===== config.mk =====
export PLATFORM = sky130hd
export DESIGN_NAME = audio_frame_feeder
export DESIGN_NICKNAME = d
export VERILOG_FILES = /design/src/rtl/audio_pkg.sv /design/src/rtl/audio_sync_fifo.sv /design/src/rtl/audio_frame_feeder.sv
export SDC_FILE = /design/constraint.sdc
export NUM_CORES = 1
export LEC_CHECK = 0
export ABC_CLOCK_PERIOD_IN_PS = 9060
export CAP_MARGIN = 20
export CORE_UTILIZATION = 40
export DETAILED_ROUTE_END_ITERATION = 8
export DONT_BUFFER_PORTS = 1
export GPL_TIMING_DRIVEN = 0
export PLACE_DENSITY = 0.64
export SETUP_SLACK_MARGIN = 0.3
export SLEW_MARGIN = 20
export SYNTH_ARGS = -nofsm -noshare
export SYNTH_HDL_FRONTEND = slang
export SYNTH_HIERARCHICAL = 1
export SYNTH_SLANG_ARGS = --single-unit

===== constraint.sdc =====
create_clock -name iCLK -period 9.06 [get_ports iCLK]
set_input_delay 0.906 -clock iCLK [delete_from_list [all_inputs] [get_ports iCLK]]
set_output_delay 0.906 -clock iCLK [all_outputs]
set_load 0.005 [all_outputs]

===== src/rtl/audio_pkg.sv =====
// Shared audio definitions: sample width, clocking constants and the stereo frame type.
// No logic; widths and rates used by the DAC data path and its benches.
// LRCK_DIV is the number of iCLK cycles per LRCK period.
package audio_pkg;

  localparam int AUDIO_DATA_WIDTH = 16;
  localparam int REF_CLK          = 18432000;
  localparam int SAMPLE_RATE      = 48000;
  localparam int LRCK_DIV         = REF_CLK / SAMPLE_RATE;

  typedef struct packed {
    logic [AUDIO_DATA_WIDTH-1:0] left;
    logic [AUDIO_DATA_WIDTH-1:0] right;
  } frame_t;

endpackage


===== src/rtl/audio_sync_fifo.sv =====
// Generic single-clock FIFO built from a register array, with a separate level counter.
// Latency: a pushed word is visible on pop_dat the cycle after the push edge.
// Backpressure: push_rdy drops when full; pops on an empty FIFO are ignored.
module audio_sync_fifo #(
  parameter int WIDTH = 32,
  parameter int DEPTH = 8,
  parameter int AW    = 3
) (
  input  logic             iCLK,
  input  logic             iRST,
  input  logic             push_vld,
  input  logic [WIDTH-1:0] push_dat,
  output logic             push_rdy,
  input  logic             pop_vld,
  output logic [WIDTH-1:0] pop_dat,
  output logic [AW:0]      level,
  output logic             empty
);

  localparam logic [AW:0] DEPTH_L = (AW+1)'(DEPTH);

  logic [WIDTH-1:0] mem [DEPTH];
  logic [AW-1:0]    wr_ptr;
  logic [AW-1:0]    rd_ptr;
  logic [AW:0]      count;
  logic             full;
  logic             push_fire;
  logic             pop_fire;

  assign full      = (count == DEPTH_L);
  assign empty     = (count == '0);
  assign push_rdy  = ~full;
  assign push_fire = push_vld & ~full;
  assign pop_fire  = pop_vld & ~empty;
  assign pop_dat   = mem[rd_ptr];
  assign level     = count;

  // Storage needs no reset: the level counter guards every read.
  always_ff @(posedge iCLK) begin
    if (push_fire) begin
      mem[wr_ptr] <= push_dat;
    end
  end

  always_ff @(posedge iCLK) begin
    if (iRST) begin
      wr_ptr <= '0;
      rd_ptr <= '0;
      count  <= '0;
    end else begin
      if (push_fire) begin
        wr_ptr <= wr_ptr + AW'(1);
      end
      if (pop_fire) begin
        rd_ptr <= rd_ptr + AW'(1);
      end
      case ({push_fire, pop_fire})
        2'b10:   count <= count + (AW+1)'(1);
        2'b01:   count <= count - (AW+1)'(1);
        default: count <= count;
      endcase
    end
  end

endmodule


===== src/rtl/audio_frame_feeder.sv =====
// Buffers producer stereo frames and hands one to the DAC per LRCK falling edge; counts underruns.
// Latency: outputs update at the edge closing the tick cycle, strobe high the following cycle.
// Backpressure: oIn_Ready low while the FIFO holds FIFO_DEPTH frames.
module audio_frame_feeder
  import audio_pkg::*;
#(
  parameter int DATA_WIDTH = AUDIO_DATA_WIDTH,
  parameter int FIFO_DEPTH = 8,
  parameter int ADDR_WIDTH = 3
) (
  input  logic                  iCLK,
  input  logic                  iRST,
  input  logic [DATA_WIDTH-1:0] iIn_L,
  input  logic [DATA_WIDTH-1:0] iIn_R,
  input  logic                  iIn_Valid,
  output logic                  oIn_Ready,
  input  logic                  iAUD_LRCK,
  input  logic                  iMute,
  input  logic                  iClr_Underrun,
  output logic [DATA_WIDTH-1:0] oOut_L,
  output logic [DATA_WIDTH-1:0] oOut_R,
  output logic                  oFrame_Strobe,
  output logic [ADDR_WIDTH:0]   oLevel,
  output logic                  oUnderrun,
  output logic [15:0]           oUnderrun_Cnt
);

  logic                    lrck_q;
  logic                    tick;
  logic                    fifo_empty;
  logic                    underrun_evt;
  logic [2*DATA_WIDTH-1:0] head_dat;

  logic [DATA_WIDTH-1:0]   out_l;
  logic [DATA_WIDTH-1:0]   out_r;
  logic [DATA_WIDTH-1:0]   out_l_nxt;
  logic [DATA_WIDTH-1:0]   out_r_nxt;
  logic                    strobe;
  logic                    underrun;
  logic                    underrun_nxt;
  logic [15:0]             underrun_cnt;
  logic [15:0]             underrun_cnt_nxt;

  audio_sync_fifo #(
    .WIDTH (2*DATA_WIDTH),
    .DEPTH (FIFO_DEPTH),
    .AW    (ADDR_WIDTH)
  ) u_fifo (
    .iCLK     (iCLK),
    .iRST     (iRST),
    .push_vld (iIn_Valid),
    .push_dat ({iIn_L, iIn_R}),
    .push_rdy (oIn_Ready),
    .pop_vld  (tick),
    .pop_dat  (head_dat),
    .level    (oLevel),
    .empty    (fifo_empty)
  );

  // lrck_q resets low so a high LRCK at reset release cannot fake a falling edge.
  assign tick         = lrck_q & ~iAUD_LRCK;
  assign underrun_evt = tick & fifo_empty;

  always_comb begin
    out_l_nxt        = out_l;
    out_r_nxt        = out_r;
    underrun_nxt     = underrun;
    underrun_cnt_nxt = underrun_cnt;

    if (tick) begin
      if (fifo_empty || iMute) begin
        out_l_nxt = '0;
        out_r_nxt = '0;
      end else begin
        out_l_nxt = head_dat[2*DATA_WIDTH-1:DATA_WIDTH];
        out_r_nxt = head_dat[DATA_WIDTH-1:0];
      end
    end

    // An underrun in the clear cycle is still recorded, counted from a cleared counter.
    if (underrun_evt) begin
      underrun_nxt = 1'b1;
      if (iClr_Underrun) begin
        underrun_cnt_nxt = 16'd1;
      end else if (underrun_cnt != 16'hFFFF) begin
        underrun_cnt_nxt = underrun_cnt + 16'd1;
      end
    end else if (iClr_Underrun) begin
      underrun_nxt     = 1'b0;
      underrun_cnt_nxt = '0;
    end
  end

  always_ff @(posedge iCLK) begin
    if (iRST) begin
      lrck_q       <= 1'b0;
      out_l        <= '0;
      out_r        <= '0;
      strobe       <= 1'b0;
      underrun     <= 1'b0;
      underrun_cnt <= '0;
    end else begin
      lrck_q       <= iAUD_LRCK;
      out_l        <= out_l_nxt;
      out_r        <= out_r_nxt;
      strobe       <= tick;
      underrun     <= underrun_nxt;
      underrun_cnt <= underrun_cnt_nxt;
    end
  end

  assign oOut_L        = out_l;
  assign oOut_R        = out_r;
  assign oFrame_Strobe = strobe;
  assign oUnderrun     = underrun;
  assign oUnderrun_Cnt = underrun_cnt;

endmodule


==> run metrics, run 1 <==
final worst setup slack 5.81 ns; clock root buffer clkbuf_16; Syn Nets 725; count leader, synth edfxtp_1; P per Cell Area 217 nW/um^2; CP endpoint kind register; CP cell instances nand2b_1 -> clkbuf_1 -> clkbuf_1 -> inv_1 -> o41a_1 -> ha_1 -> clkbuf_1 -> nor4b_1 -> a41oi_1 -> o41ai_1 -> mux2_2; dominant synthesized flop cell edfxtp_1; Setup violations, final 0; Overflow after GRT 0; Unique masters post-synth 65; hpwl dp 17,800 um; Synth-to-Final Area Change 15.2%; Antenna Nets Post-Route 0; Final Core Density 46.7%; Pint 0.00254 W; CTS tree done; # H-tree levels 2; Yosys top cell by area edfxtp_1; Initial Util 40.6%; sequential cell area fraction in the yosys report 70.3%; CP delay by family, top buffers and inverters; final WL 27,000 um; Max Cap Viol 0; area of the mapped netlist 12,800 sq um; Post-Place Worst Slack 5.29 ns; Worst R2R Path Depth 11; final period utilization 35.9%; Clock power frac 43.8%; Cell Count Post-Placement 1,111; setup skew after layout 0.0193 ns; largest net degree at the start of global routing 20; Worst EP arrival 3.66 ns; power share of the sequential group 51.4%; average cell area after synthesis 18.7 sq um; worst skew pair latency 0.52 ns; power share of the combinational group 4.8%; chip width 181 um; max_slew headroom 42.6%; most used cell along the critical path clkbuf_1; post-synth top area share 60.2%; Worst-Margin Slew 0.856 ns; post-CTS setup buffers 0; Rows 65; R2R Path Start lrck_q$_SDFF_PP0_; Worst Path Buf+Inv 4; n_diodes 0; switch share 20.4%; # hold bufs at CTS 0; Worst setup SP type primary input; reg-to-reg endpoint u_fifo/level[3]$_SDFFE_PP0P_; hold path endpoint u_fifo/mem[1][26]$_DFFE_PP_; max-slew violations 0; Max Clk Rate 0.307 GHz; number of flops mapped to enable cells by yosys 256; first-pass GRT wire length 40,500 um; class of the worst hold path primary input to register; Final Instance Count excl. Fillers 1,173; # clock sinks 320; FF-to-FF setup slack 5.89 ns; vias in the first global route 6,571; critical path's slowest cell clkbuf_1; Worst-path clk slew 0.06 ns; RSZ-0062 raised after global routing no; Psw 0.000652 W; initial antenna violation count 0; vias per cell 5.52; synthesis warning total 6; layout cells sized above 1 22.7%; I/O pin count 93; hold_ws 0.481 ns; DRT Pass-1 Iters 5; number of remaining DRC errors 0; IO buf count 0; Post-synth top cells edfxtp_1, dfxtp_1, nor2_1; vias 6,479; Leakage 4.79 nW; Setup Total Neg Slack 0 ns; total core area 31,500 sq um; Die H 181 um; routability cong. 0.835; Iteration-0 DRC Markers 408; Max FO, Critical Path 10; slowest stage delay, CP 0.54 ns; Data required, critical path 9.47 ns; Die ar. 32,600 sq um; routed length per instance 23.0 um; post-route minimum period 3.25 ns; Hold Path Origin iIn_L[10]; Seq cells post-synth 320; # nets final 790; Async SR Flop Fraction 0%; hold path cells 0; total global routing track utilization 16.7%; crit path kind primary input to register; cts repair resizes 0; status finished clean; worst vdd ir 151 uV; Gate Count Post-Synth 681; Final Hold Viols 0; synth top area cells edfxtp_1, dfxtp_1, mux4_1; Max clock buf depth 3; Critical Path Stages 11; total CTS buffers 35
==> power by group through the flow <==
| stage | clock network [W] | logic [W] | registers (W) |
|---|---|---|---|
| floorplan | 0 | 0.000110 | 0.00167 |
| global placement | 0 | 0.000142 | 0.00168 |
| detailed placement | 0 | 0.000155 | 0.00167 |
| CTS | 0.00143 | 0.000155 | 0.00164 |
| global route | 0.00148 | 0.000164 | 0.00164 |
| finish | 0.00140 | 0.000153 | 0.00164 |
==> area by class of cell <==
class,count,area (sq um)
fillers,2591,16800
flip-flops and latches,320,8970
multi-input cells,315,3510
clock buffers,44,920
well taps,402,503
plain buffers,41,310
repair buffers,28,251
clock inverters,18,211
inverters,5,18.8
==> cells by family (layout without fill, tap and decap cells) <==
family	after synthesis	in the layout	share of synthesized area, %
simple gates	124	124	5.24
fa+ha+maj	6	6	0.588
buf+inv	46	136	2.58
compound gates	77	77	4.41
flops	320	320	70.3
xor+xnor	8	8	0.549
mux	100	100	16.4
==> metrics by stage <==
stage          total power [W]  area (sq um)
2_1_floorplan          0.00178         12800
3_3_place_gp           0.00182         13300
3_5_place_dp           0.00183         13600
4_1_cts                0.00322         14700
5_1_grt                0.00329         14700
6_report               0.00319         14700
==> metal layers <==
layer | vias up | routed length (um) | global-route usage, % | share of wire (%)
met2 | 189 | 13100 | 27.7 | 49
met1 | 3327 | 11300 | 21.2 | 42
met5 | - | 0 | 0 | 0
met4 | 0 | 414 | 4.21 | 1.5
li1 | 2929 | - | - | -
met3 | 34 | 2210 | 5.34 | 8.2
==> worst max-delay path by stage <==
stage	endpoint	slack, ns	from
finish	u_fifo/level[3]$_SDFFE_PP0P_	5.81	iAUD_LRCK
global route	u_fifo/level[3]$_SDFFE_PP0P_	5.64	iAUD_LRCK
CTS	u_fifo/level[3]$_SDFFE_PP0P_	5.84	iAUD_LRCK
detailed placement	u_fifo/level[3]$_SDFFE_PP0P_	5.29	iAUD_LRCK
global placement	u_fifo/mem[0][24]$_DFFE_PP_	1.26	iIn_Valid
floorplan	u_fifo/mem[0][0]$_DFFE_PP_	4.53	iIn_Valid
==> cell usage in the layout, fill, tap and decap left out, drive strengths merged, types with 3 or more instances in the layout <==
master / count
clkbuf: 66
bufinv: 4
and4: 4
nor3: 9
mux2: 34
nand2b: 5
mux4: 64
a31oi: 4
ha: 6
nor2: 48
xor2: 7
o21ai: 6
inv: 7
nand2: 16
nand3: 11
a22oi: 33
nor3b: 3
or3: 5
nor2b: 5
buf: 46
nand4: 4
nor4: 3
a21oi: 12
clkinv: 11
dfxtp: 64
o2bb2a: 3
edfxtp: 256
==> sequential cells by signal, indices dropped and copies added (netlist names), 3 cells and up, named ones only <==
name,count
u_fifo/mem,256
oOut_L,16
oOut_R,16
oUnderrun_Cnt,16
u_fifo/level,4
u_fifo/rd_ptr,3
u_fifo/wr_ptr,3
(Power assumes the default switching activity.)
==> run 2: changes to the inputs <==
--- a/config.mk
+++ b/config.mk
@@ -5,7 +5,7 @@
 export SDC_FILE = /design/constraint.sdc
 export NUM_CORES = 1
 export LEC_CHECK = 0
-export ABC_CLOCK_PERIOD_IN_PS = 9060
+export ABC_CLOCK_PERIOD_IN_PS = 3100
 export CAP_MARGIN = 20
 export CORE_UTILIZATION = 40
 export DETAILED_ROUTE_END_ITERATION = 8
==> constraint.sdc (replaced) <==
create_clock -name iCLK -period 3.1 [get_ports iCLK]
set_input_delay 0.31 -clock iCLK [delete_from_list [all_inputs] [get_ports iCLK]]
set_output_delay 0.31 -clock iCLK [all_outputs]
set_load 0.005 [all_outputs]
==> run metrics, run 2 (synthesis gave the netlist of run 1 again) <==
status finished clean; CP endpoint u_fifo/level[3]$_SDFFE_PP0P_; CP endpoint kind register; Antenna Nets Post-Route 0 (unchanged); routability cong. 0.810 (-3.1%); layout cells sized above 1 21.8% (-0.93 points); Setup Total Neg Slack 0 ns (unchanged); Pint 0.00724 W (+190%); first-pass GRT wire length 41,200 um (+1.8%); final WL 27,300 um (+1.2%); IO buf count 0 (unchanged); most frequent cells in the layout edfxtp_1, dfxtp_1, nor2_1, mux4_1, clkbuf_16; vias in the first global route 6,550 (-0.32%); Worst-path clk slew 0.06 ns (about the same); # H-tree levels 2 (unchanged); power share of the combinational group 5.8% (+1.0 points); Design Power 0.00918 W (+190%); Max Clk Rate 0.374 GHz; Max FO, Critical Path 8 (-2); Initial Util 40.6% (unchanged); max_slew headroom 49.8% (+7.2 points); vias 6,656 (+2.7%); RSZ-0062 raised after global routing no; Max Cap Viol 0 (unchanged); final period utilization 86.2%; Clock power frac 41.9% (-1.9 points); Data required, critical path 3.50 ns (-5.97 ns); Psw 0.00194 W (+200%); Setup violations, final 0 (unchanged); setup skew after layout 0.0248 ns (+0.00553 ns); Finished Cell Area 15,100 sq um (+2.7%); Worst EP arrival 3.07 ns (-0.59 ns); most common cell after layout, fill and taps aside edfxtp_1; total global routing track utilization 16.9% (+0.22 points); Cell Count Post-Placement 1,109 (-0.18%); # nets final 823 (+4.2%); class of the worst hold path primary input to register; max-slew violations 0 (unchanged); Rows 65 (unchanged); clock root buffer clkbuf_16; Max clock buf depth 3 (unchanged); Leakage 4.92 nW (+2.7%); max FFs per register 256 (unchanged); # clock sinks 320 (unchanged); Worst-Margin Slew 0.753 ns (-0.103 ns); I/O pin count 93 (unchanged); Die ar. 32,600 sq um (unchanged); Hold Path Origin iRST; most used cell along the critical path buf_6; worst skew pair latency 0.52 ns (about the same); crit path kind register to register; Iteration-0 DRC Markers 482 (+18%); hpwl dp 17,800 um (+0.18%); routed length per instance 22.6 um (-1.8%); slowest stage delay, CP 0.53 ns (about the same); total CTS buffers 35 (unchanged); reg-to-reg endpoint u_fifo/level[3]$_SDFFE_PP0P_; R2R Path Start u_fifo/level[1]$_SDFFE_PP0P_; total core area 31,500 sq um (unchanged); Synth-to-Final Area Change 18.3%; P per Cell Area 608 nW/um^2 (+180%); DRT Pass-1 Iters 5 (unchanged); Worst setup SP type register; number of remaining DRC errors 0 (unchanged); post-route minimum period 2.67 ns; Final Instance Count excl. Fillers 1,208 (+3.0%); Reg with most FFs u_fifo/mem; CP cell instances buf_6 -> or4b_4 -> buf_6 -> nand2_8 -> ha_1 -> clkbuf_1 -> nor3_1 -> a41oi_1 -> o41ai_1 -> mux2_2; critical path's slowest cell or4b_4; Placed Area 13,700 sq um (+0.64%); worst vdd ir 566 uV (+280%); Worst R2R Path Depth 10 (-1); chip width 181 um (unchanged); FF-to-FF setup slack 0.43 ns (-5.46 ns); Final Hold Viols 0 (unchanged); CP startpoint u_fifo/level[1]$_SDFFE_PP0P_; vias per cell 5.51 (-0.24%); Fillers 2,583 (-0.31%); power share of the sequential group 52.2% (+0.8 points); initial antenna violation count 1 (+1); Overflow after GRT 0 (unchanged); Die H 181 um (unchanged); switch share 21.1% (+0.71 points); largest net degree at the start of global routing 19 (-5.0%); CTS tree done
==> run 2: what timing repair did <==
item | CTS | global route
setup buffers | 0 | 1
gates resized for setup | 2 | 4
endpoints found under the setup margin | 2 | 2
cloned | 0 | 0
hold buffers | 34 | 0
hold endpoints to repair | 259 | 0
==> run 2: layout make-up <==
class,count,area [sq um],share of cell area (%)
sequential,320,8970,59.4
multi-input combinational,315,3540,23.4
clock buffer,43,936,6.20
timing repair buffer,61,672,4.45
tap,402,503,3.33
buffer,41,315,2.09
clock inverter,19,136,0.904
inverter,5,18.8,0.124
antenna,2,5.00,0.0332
==> run 2: power groups by stage <==
stage | Clock, W | Sequential [W] | Combinational (W)
floorplan | 0 | 0.00488 | 0.000322
global placement | 0 | 0.00490 | 0.000421
detailed placement | 0 | 0.00489 | 0.000466
CTS | 0.00395 | 0.00480 | 0.000542
global route | 0.00414 | 0.00481 | 0.000577
finish | 0.00385 | 0.00480 | 0.000536
==> run 2: worst max-delay path, delay by kind of cell, from the launching register on <==
kind                     cells  cell delay [ns]
AO/OA/AOI/OAI                2             0.24
adder cells (fa/ha/maj)      1             0.24
buffers and inverters        3             0.50
flip-flops                   1             0.33
multiplexers                 1             0.37
AND/OR/NAND/NOR              3             0.89
==> run 2: worst min path at each step <==
stage / to / slack [ns] / cells after the start
2_1_floorplan: u_fifo/mem[0][0]$_DFFE_PP_ / 0.41 / 0
3_3_place_gp: u_fifo/mem[5][4]$_DFFE_PP_ / 0.41 / 0
3_5_place_dp: u_fifo/mem[3][24]$_DFFE_PP_ / 0.41 / 0
4_1_cts: u_fifo/level[3]$_SDFFE_PP0P_ / 0.005 / 2
5_1_grt: u_fifo/level[3]$_SDFFE_PP0P_ / 0.02 / 2
6_report: u_fifo/level[3]$_SDFFE_PP0P_ / 0.02 / 2
==> run 2: stage by stage <==
| stage | worst slack (ns) | utilization, % | hold WS (ns) |
|---|---|---|---|
| final | 0.427 | 48.0 | 0.0237 |
| after global routing | 0.303 | 47.9 | 0.0172 |
| after CTS | 0.310 | 47.9 | 0.00480 |
| after detailed placement | -0.144 | 43.4 | 0.409 |
| after global placement | -3.24 | 42.2 | 0.409 |
| after floorplan | -0.424 | - | 0.409 |
==> run 2: metal layers <==
layer / routed length [um] / up-vias / GRT usage [%]
met1: 12000 / 3444 / 22.7
met2: 13100 / 174 / 27.2
met4: 427 / 0 / 4.48
met3: 1740 / 36 / 4.51
met5: 0 / - / 0
li1: - / 3002 / -
==> run 3: changes to the inputs <==
--- a/config.mk
+++ b/config.mk
@@ -5,13 +5,13 @@
 export SDC_FILE = /design/constraint.sdc
 export NUM_CORES = 1
 export LEC_CHECK = 0
-export ABC_CLOCK_PERIOD_IN_PS = 3100
+export ABC_CLOCK_PERIOD_IN_PS = 2800
 export CAP_MARGIN = 20
-export CORE_UTILIZATION = 40
+export CORE_UTILIZATION = 55
 export DETAILED_ROUTE_END_ITERATION = 8
 export DONT_BUFFER_PORTS = 1
 export GPL_TIMING_DRIVEN = 0
-export PLACE_DENSITY = 0.64
+export PLACE_DENSITY = 0.7
 export SETUP_SLACK_MARGIN = 0.3
 export SLEW_MARGIN = 20
 export SYNTH_ARGS = -nofsm -noshare
==> constraint.sdc (replaced) <==
create_clock -name iCLK -period 2.8 [get_ports iCLK]
set_input_delay 0.28 -clock iCLK [delete_from_list [all_inputs] [get_ports iCLK]]
set_output_delay 0.28 -clock iCLK [all_outputs]
set_load 0.005 [all_outputs]
==> run metrics, run 3 (synthesis gave the netlist of run 1 again) <==
P per Cell Area 697 nW/um^2 (+15%); final WL 27,400 um (+0.44%); CTS tree done; total core area 22,700 sq um (-28%); Max Cap Viol 0 (unchanged); setup skew after layout 0.0143 ns (-0.0105 ns); # clock sinks 320 (unchanged); initial antenna violation count 0 (-1); Cell Count Post-Placement 982 (-11%); Max clock buf depth 3 (unchanged); most common cell after layout, fill and taps aside edfxtp_1; vias 6,782 (+1.9%); Setup Total Neg Slack 0 ns (unchanged); Data required, critical path 3.19 ns (-0.31 ns); number of remaining DRC errors 0 (unchanged); Worst setup SP type register; Overflow after GRT 0 (unchanged); Reg with most FFs u_fifo/mem; class of the worst hold path primary input to register; power share of the sequential group 49.9% (-2.3 points); max FFs per register 256 (unchanged); max-slew violations 0 (unchanged); most frequent cells in the layout edfxtp_1, dfxtp_1, nor2_1, mux4_1, clkbuf_16; RSZ-0062 raised after global routing yes; largest net degree at the start of global routing 20 (+1); DRT Pass-1 Iters 5 (unchanged); Worst-Margin Slew 0.813 ns (+0.0595 ns); I/O pin count 93 (unchanged); Pint 0.00848 W (+17%); status finished clean; final period utilization 91.3% (+5.0 points); switch share 20.4% (-0.77 points); vias per cell 6.15 (+12%); first-pass GRT wire length 41,100 um (-0.27%); # H-tree levels 2 (unchanged); Setup violations, final 0 (unchanged); post-route minimum period 2.56 ns (-0.118 ns); Die ar. 23,800 sq um (-27%); Worst-path clk slew 0.05 ns (about the same); Max FO, Critical Path 7 (-1); routability cong. 0.903 (+12%); max_slew headroom 45.7% (-4.1 points); hold path cells 3 (+1); Die H 154 um (-15%); total global routing track utilization 23.4% (+6.5 points); Design Power 0.0107 W (+16%); Rows 55 (-15%); Leakage 5.06 nW (+2.9%); Synth-to-Final Area Change 19.8%; Antenna Nets Post-Route 0 (unchanged); Max Clk Rate 0.391 GHz (+4.6%); CP endpoint kind register; chip width 154 um (-15%); routed length per instance 24.9 um (+10%); # nets final 832 (+1.1%); power share of the combinational group 5.8% (about the same); Worst R2R Path Depth 10 (unchanged); Worst EP arrival 2.94 ns (-0.13 ns); crit path kind register to register; vias in the first global route 6,906 (+5.4%); layout cells sized above 1 24.9% (+3.1 points); Final Hold Viols 0 (unchanged); Psw 0.00217 W (+12%); hpwl dp 17,000 um (-4.6%); total CTS buffers 35 (unchanged); IO buf count 0 (unchanged); Clock power frac 44.3% (+2.4 points); Final Instance Count excl. Fillers 1,102 (-8.8%); clock root buffer clkbuf_16; Initial Util 56.2% (+16 points); Iteration-0 DRC Markers 559 (+16%); worst skew pair latency 0.51 ns (about the same); worst vdd ir 515 uV (-9.1%)
-- run 3: cell types whose count changed in the layout (fill, tap and decap cells not counted), sizes merged --
cell,change
clkinv,-12
buf,+11
bufinv,+1
inv,+2
clkinvlp,-1
clkbuf,+10
-- run 3: cell type report --
class,count,area (sq um)
antenna,2,5.00
buffer,41,329
clock buffer,55,1110
clock inverter,9,116
fill,1432,7420
inverter,5,18.8
multi-input combinational,315,3600
sequential,320,8970
tap,285,357
timing repair buffer,70,781
-- run 3: what timing repair did --
item / 4_1_cts / 5_1_grt
endpoints found under the hold margin: 258 / 0
pin swaps: 2 / 12
buffers inserted: 3 / 17
hold buffers: 34 / 0
endpoints found under the setup margin: 24 / 94
cloned: 0 / 0
gates resized for setup: 11 / 14
-- run 3: per-stage QoR --
stage | util [%] | hold WS, ns | setup WS [ns] | instance area, sq um
finish | 67.3 | 0.0280 | 0.245 | 15300
global route | 67.3 | 0.0172 | 0.161 | 15300
CTS | 66.5 | 0.0110 | 0.221 | 15100
detailed placement | 59.3 | 0.379 | -0.281 | 13500
global placement | 57.9 | 0.379 | -1.62 | 13200
floorplan | - | 0.379 | 0.0769 | 12800
-- run 3: final timing paths --
kind,slack (ns),startpoint,to
min,0.03,iIn_Valid,u_fifo/wr_ptr[2]$_SDFFE_PP0P_
min reg2reg,0.50,oUnderrun$_SDFFE_PP0P_,oUnderrun$_SDFFE_PP0P_
max reg2reg,0.24,u_fifo/level[1]$_SDFFE_PP0P_,u_fifo/level[3]$_SDFFE_PP0P_
max,0.24,u_fifo/level[1]$_SDFFE_PP0P_,u_fifo/level[3]$_SDFFE_PP0P_
-- run 3: critical path, stage by stage (launching register included) --
cell and delay (ns):
dfxtp_2 0.33, buf_6 0.11, or4b_4 0.51, buf_8 0.16, nand2_8 0.06, ha_2 0.26, clkbuf_4 0.18, nor4b_2 0.28
a41oi_1 0.09, o41ai_2 0.09, mux2_2 0.37
-- run 3: power groups by stage --
stage	Combinational (W)	Clock (W)	Sequential, W
floorplan	0.000360	0	0.00540
global placement	0.000456	0	0.00541
detailed placement	0.000502	0	0.00542
CTS	0.000596	0.00478	0.00531
global route	0.000658	0.00497	0.00533
finish	0.000615	0.00472	0.00532
-- run 3: layer usage --
metal | track usage [%] | up-vias | wire (um)
met3 | 5.97 | 50 | 2040
met1 | 29.8 | 3469 | 10800
met5 | 0 | - | 0
li1 | - | 3018 | -
met4 | 7.45 | 0 | 662
met2 | 39.8 | 245 | 13900
